[config.mk]
export PLATFORM = sky130hd
export DESIGN_NAME = jtag_master
export DESIGN_NICKNAME = d
export VERILOG_FILES = /design/src/rtl/jtag_master.sv
export SDC_FILE = /design/constraint.sdc
export NUM_CORES = 1
export LEC_CHECK = 0
export CAP_MARGIN = 10
export CORE_MARGIN = 2
export CORE_UTILIZATION = 35
export DETAILED_ROUTE_END_ITERATION = 12
export GPL_ROUTABILITY_DRIVEN = 0
export MAX_ROUTING_LAYER = met4
export PLACE_DENSITY_LB_ADDON = 0.3
export SYNTH_ARGS = -nofsm -noshare
export SYNTH_HDL_FRONTEND = slang
export SYNTH_SLANG_ARGS = --single-unit
[constraint.sdc]
create_clock -name clk -period 2.3 [get_ports clk]
set_input_delay 0.23 -clock clk [delete_from_list [all_inputs] [get_ports clk]]
set_output_delay 0.23 -clock clk [all_outputs]
set_load 0.05 [all_outputs]
[src/rtl/jtag_master.sv]
// rtl/jtag_master.sv - JTAG host controller: TAP reset, IR and DR scans over a valid/ready command port.
// The target TAP is parked in Run-Test/Idle between commands.
module jtag_master #(
  parameter int DWIDTH  = 32,
  parameter int CLK_DIV = 2
) (
  input  logic                      clk,
  input  logic                      rst,
  input  logic                      cmd_valid,
  output logic                      cmd_ready,
  input  logic                      cmd_reset,
  input  logic                      cmd_ir,
  input  logic [$clog2(DWIDTH)-1:0] cmd_len,
  input  logic [DWIDTH-1:0]         cmd_data,
  output logic                      rsp_valid,
  output logic [DWIDTH-1:0]         rsp_data,
  output logic                      tck,
  output logic                      tms,
  output logic                      tdi,
  input  logic                      tdo
);

  localparam int LW = $clog2(DWIDTH);
  localparam int BW = (LW > 3) ? LW : 3;
  localparam int CW = $clog2(2 * CLK_DIV);
  localparam logic [CW-1:0] CYC_RISE   = CW'(CLK_DIV - 1);
  localparam logic [CW-1:0] CYC_SAMPLE = CW'(CLK_DIV);
  localparam logic [CW-1:0] CYC_LAST   = CW'(2 * CLK_DIV - 1);

  typedef enum logic [2:0] {INIT, IDLE, HDR, SHIFT, TRAIL, DONE} state_t;

  state_t            state_q, state_d;
  logic              run_q, run_d;
  logic [CW-1:0]     cyc_q, cyc_d;
  logic [BW-1:0]     bit_q, bit_d, last_bit;
  logic              tck_d, tms_d, tdi_d;
  logic              rst_cmd_q, rst_cmd_d;
  logic              ir_q, ir_d;
  logic [LW-1:0]     len_q, len_d;
  logic [DWIDTH-1:0] data_q, data_d;
  logic [DWIDTH-1:0] cap_q, cap_d;
  logic [DWIDTH-1:0] rsp_d;
  logic              load;

  assign cmd_ready = (state_q == IDLE);
  assign rsp_valid = (state_q == DONE);

  always_comb begin
    state_d   = state_q;
    run_d     = run_q;
    cyc_d     = cyc_q;
    bit_d     = bit_q;
    tck_d     = tck;
    tms_d     = tms;
    tdi_d     = tdi;
    rst_cmd_d = rst_cmd_q;
    ir_d      = ir_q;
    len_d     = len_q;
    data_d    = data_q;
    cap_d     = cap_q;
    rsp_d     = rsp_data;
    load      = 1'b0;

    // Index of the final TCK of each TMS segment.
    case (state_q)
      INIT:    last_bit = BW'(5);
      HDR:     last_bit = ir_q ? BW'(3) : BW'(2);
      SHIFT:   last_bit = BW'(len_q);
      TRAIL:   last_bit = BW'(1);
      default: last_bit = '0;
    endcase

    case (state_q)
      IDLE: begin
        if (cmd_valid) begin
          state_d   = cmd_reset ? INIT : HDR;
          rst_cmd_d = cmd_reset;
          ir_d      = cmd_ir;
          len_d     = cmd_len;
          data_d    = cmd_data;
          cap_d     = '0;
          run_d     = 1'b1;
          cyc_d     = '0;
          bit_d     = '0;
          tck_d     = 1'b0;
          tms_d     = 1'b1;
          tdi_d     = 1'b0;
        end
      end
      DONE: state_d = IDLE;
      default: begin
        if (!run_q) begin
          // Leaving reset: the first INIT low phase starts next cycle.
          run_d = 1'b1;
          cyc_d = '0;
          bit_d = '0;
          tck_d = 1'b0;
          tms_d = 1'b1;
          tdi_d = 1'b0;
        end else begin
          cyc_d = cyc_q + CW'(1);
          if (cyc_q == CYC_RISE)
            tck_d = 1'b1;
          if (state_q == SHIFT && cyc_q == CYC_SAMPLE)
            cap_d[bit_q[LW-1:0]] = tdo;
          if (cyc_q == CYC_LAST) begin
            cyc_d = '0;
            tck_d = 1'b0;
            load  = 1'b1;
            if (bit_q == last_bit) begin
              bit_d = '0;
              case (state_q)
                INIT:    state_d = rst_cmd_q ? DONE : IDLE;
                HDR:     state_d = SHIFT;
                SHIFT:   state_d = TRAIL;
                default: state_d = DONE;
              endcase
              if (state_d == DONE || state_d == IDLE)
                run_d = 1'b0;
              if (state_d == DONE)
                rsp_d = cap_q;
            end else begin
              bit_d = bit_q + BW'(1);
            end
          end
        end
      end
    endcase

    // New TMS/TDI take effect with the falling TCK edge.
    if (load) begin
      tdi_d = 1'b0;
      case (state_d)
        INIT:  tms_d = (bit_d < BW'(5));
        HDR:   tms_d = ir_q ? (bit_d < BW'(2)) : (bit_d == '0);
        SHIFT: begin
          tms_d = (bit_d == BW'(len_q));
          tdi_d = data_q[bit_d[LW-1:0]];
        end
        TRAIL:   tms_d = (bit_d == '0);
        default: tms_d = 1'b0;
      endcase
    end
  end

  always_ff @(posedge clk) begin
    if (rst) begin
      state_q   <= INIT;
      run_q     <= 1'b0;
      cyc_q     <= '0;
      bit_q     <= '0;
      tck       <= 1'b0;
      tms       <= 1'b1;
      tdi       <= 1'b0;
      rst_cmd_q <= 1'b0;
      ir_q      <= 1'b0;
      len_q     <= '0;
      data_q    <= '0;
      cap_q     <= '0;
      rsp_data  <= '0;
    end else begin
      state_q   <= state_d;
      run_q     <= run_d;
      cyc_q     <= cyc_d;
      bit_q     <= bit_d;
      tck       <= tck_d;
      tms       <= tms_d;
      tdi       <= tdi_d;
      rst_cmd_q <= rst_cmd_d;
      ir_q      <= ir_d;
      len_q     <= len_d;
      data_q    <= data_d;
      cap_q     <= cap_d;
      rsp_data  <= rsp_d;
    end
  end

endmodule

==> impl_metrics.json <==
{
  "seq_area_frac_synth_pct": 43.2,
  "syn_inst": 707,
  "ys.flop_type": "dfxtp_1",
  "hold_viol_final": 0,
  "rows": 45,
  "rsz0062_at_grt": "yes",
  "grt_pass1_wl_mm": 24.8,
  "start_util_pct": 35.7,
  "ioPinCount": 80,
  "wirelength_mm": 15.4,
  "fin_area_mm2": 0.00788,
  "violations": "setup timing",
  "firstDrtPassIters": 5,
  "diodes": 0,
  "worstPathRequired_ps": 2670,
  "grt_pass1_vias": 5006,
  "grt_antenna_before_repair": 0,
  "grt_max_degree": 103,
  "final_nets": 896,
  "maxCapViolations": 0,
  "syn_area_mm2": 0.00543,
  "relSlewSlack_pct": 57.2,
  "arrival_ps": 2940,
  "wl_per_cell_um": 14.8,
  "clock_path_buffers": 2,
  "ys_async_sr_fraction_pct": 0,
  "io_buffers": 79,
  "period_share_pct": 112,
  "cp-end-kind": "flop",
  "clkTransAtPathRegs_ps": 60,
  "path_class": "flop to flop",
  "cts.sinks": 117,
  "routed-via-count": 5309,
  "fin_crit_ps": 2580,
  "htreeDepth": 4,
  "crit_path_start_kind": "flop",
  "place_ws_ps": -261,
  "grt.busiest_layer": "met2",
  "min-delay-path-class": "primary input to flop",
  "drv_slew": 0,
  "peakVddDrop_mv": 0.524,
  "synth_seq_cells": 117,
  "p_leak_nw": 2.82,
  "worst_pin_slew_ps": 637,
  "fin_ws_ps": -278,
  "synth_cell_types": 62,
  "area_growth_pct": 45.2,
  "drt_iter0_drc": 309,
  "avgSynthCellArea_um2": 7.68,
  "pwr_density_cell_mw_per_mm2": 630,
  "die_h_um": 129,
  "die_area_mm2": 0.0165,
  "finClkSkew_ps": 7.94,
  "cts_inserted_buffers": 17,
  "tritoncts": "yes",
  "grt_usage_pct": 19.4,
  "drive_gt1_share_pct": 20.4,
  "met2_usage_pct": 31.3,
  "vias_per_cell": 5.07,
  "clockRootBuffer": "clkbuf_16",
  "core-area_mm2": 0.0152,
  "drtAntennaViolNets": 0,
  "placed_cell_area_mm2": 0.00693,
  "place_hpwl_mm": 10.2,
  "fmax_mhz": 388,
  "die_x_um": 129,
  "run_status": "finished, violations left",
  "overflow": 0,
  "synth_warnings": 0,
  "synth_edf_count": 0,
  "route.detailed.drc": 0,
  "use_met1_pct": 24.2,
  "setup-violations-final": 34,
  "cts-hold-fix-buffers": 0,
  "crit_fanout": 6,
  "grtUsageMet3_pct": 4.53,
  "worstSkewPairLatency_ps": 420,
  "synth_nets": 757
}
## final timing paths
check                                 from     endpoint  slack [ps]  cells past startpoint
worst min-delay path                   rst   state_q[1]         150                      2
worst max register to register  state_q[2]          tms        -280                     13
worst max-delay path            state_q[2]          tms        -280                     13
worst min register to register    cap_q[2]  rsp_data[2]         450                      2
## Yosys cell counts (2+ instances only)
library cell	instances	area, um2
a21oi_1	142	711
buf_4	3	22.5
a221o_1	2	20.0
a21o_1	3	22.5
or2_2	2	12.5
a2111o_1	2	22.5
and2_1	13	81.3
xor2_1	3	26.3
nor3_1	5	25.0
a31oi_1	4	25.0
nand2b_1	7	43.8
buf_2	5	25.0
ha_1	7	87.6
xnor2_1	5	43.8
nand3_1	8	40.0
dfxtp_1	117	2340
nor2b_1	6	37.5
and3_1	3	18.8
a221oi_1	5	43.8
o21ai_0	36	180
clkbuf_1	45	169
o211ai_1	2	15.0
inv_1	7	26.3
nand2_1	187	702
buf_1	3	11.3
nand4_1	3	18.8
nand4b_1	3	26.3
a211oi_1	4	30.0
o211a_1	5	50.1
o21a_1	2	15.0
nor2_1	26	97.6
mux2i_1	8	80.1
o21ai_1	2	10.0
a21oi_2	2	17.5
nor3b_1	2	15.0
a211o_1	2	17.5
## logic make-up after synthesis
kind of cell / after synthesis / synth area share (%)
AND/OR/NAND/NOR: 272 / 21.9
AO/OA/AOI/OAI: 230 / 25.4
flip-flops: 117 / 43.2
buffers and inverters: 64 / 4.89
XOR/XNOR: 9 / 1.59
multiplexers: 8 / 1.48
adder cells (fa/ha/maj): 7 / 1.61
## power breakdown
group,total (mW),leakage [nW],switching [mW],internal (mW)
sequential,2.03,0.945,0.00284,2.03
clock,2.78,0.306,0.959,1.82
combinational,0.156,1.57,0.0703,0.0858
## registers in the layout (all words and copies together), names as in the netlist, 2 cells and up
register	cells
rsp_data	32
state_q	3
bit_q	5
cap_q	32
cyc_q	2
data_q	32
len_q	5
## worst max-delay path, stage by stage (launching register included)
cell and delay [ps]:
dfxtp_4 360, nand4b_1 190, xor2_1 190, o2111ai_2 160, buf_4 180, nor3_4 230, buf_6 140, buf_6 100
o22ai_4 70, a31oi_4 280, buf_4 170, xnor2_1 60, o41ai_2 210, o32a_1 170
## per-stage QoR
stage	total power [mW]	std cells	util [%]	hold slack, ps	TNS (ps)
2_1_floorplan	2.13	707	-	366	-199
3_3_place_gp	2.23	1004	45.6	441	-3350
3_5_place_dp	2.23	1004	45.6	446	-3630
4_1_cts	5.00	1043	50.8	147	-1620
5_1_grt	5.12	1047	51.8	156	-9800
6_report	4.96	1047	51.8	150	-5120
## metal layers
layer  vias up  routed length, um  share of wire [%]
met5         -                  0                  0
met3        26                631                4.1
li1       2704                  -                  -
met4         0                254                1.6
met1      2459               6980                 45
met2       120               7580                 49
## final cells by class
| cell class | count | area (um2) |
|---|---|---|
| fill | 1465 | 7320 |
| multi-input combinational | 526 | 3010 |
| sequential | 117 | 2350 |
| timing repair buffer | 177 | 1630 |
| clock buffer | 21 | 480 |
| tap | 188 | 235 |
| clock inverter | 11 | 146 |
| inverter | 7 | 26.3 |
## layout by cell type (no fill, tap or decap), drive strengths merged, types with 8 or more instances in the layout
cell type / instances
inv: 9
dfxtp: 117
o21ai: 40
buf: 100
clkdlybuf4s50: 76
nand3: 9
and2: 13
nor2: 26
clkbuf: 21
nand2: 187
a21oi: 144
mux2i: 8
## timing repair
item,4_1_cts,5_1_grt
gates cloned,1,0
resized for setup,21,30
endpoints found under the setup margin,8,42
buffers inserted,6,6
pin swaps,11,12
Power figures use the tool's default switching activity.
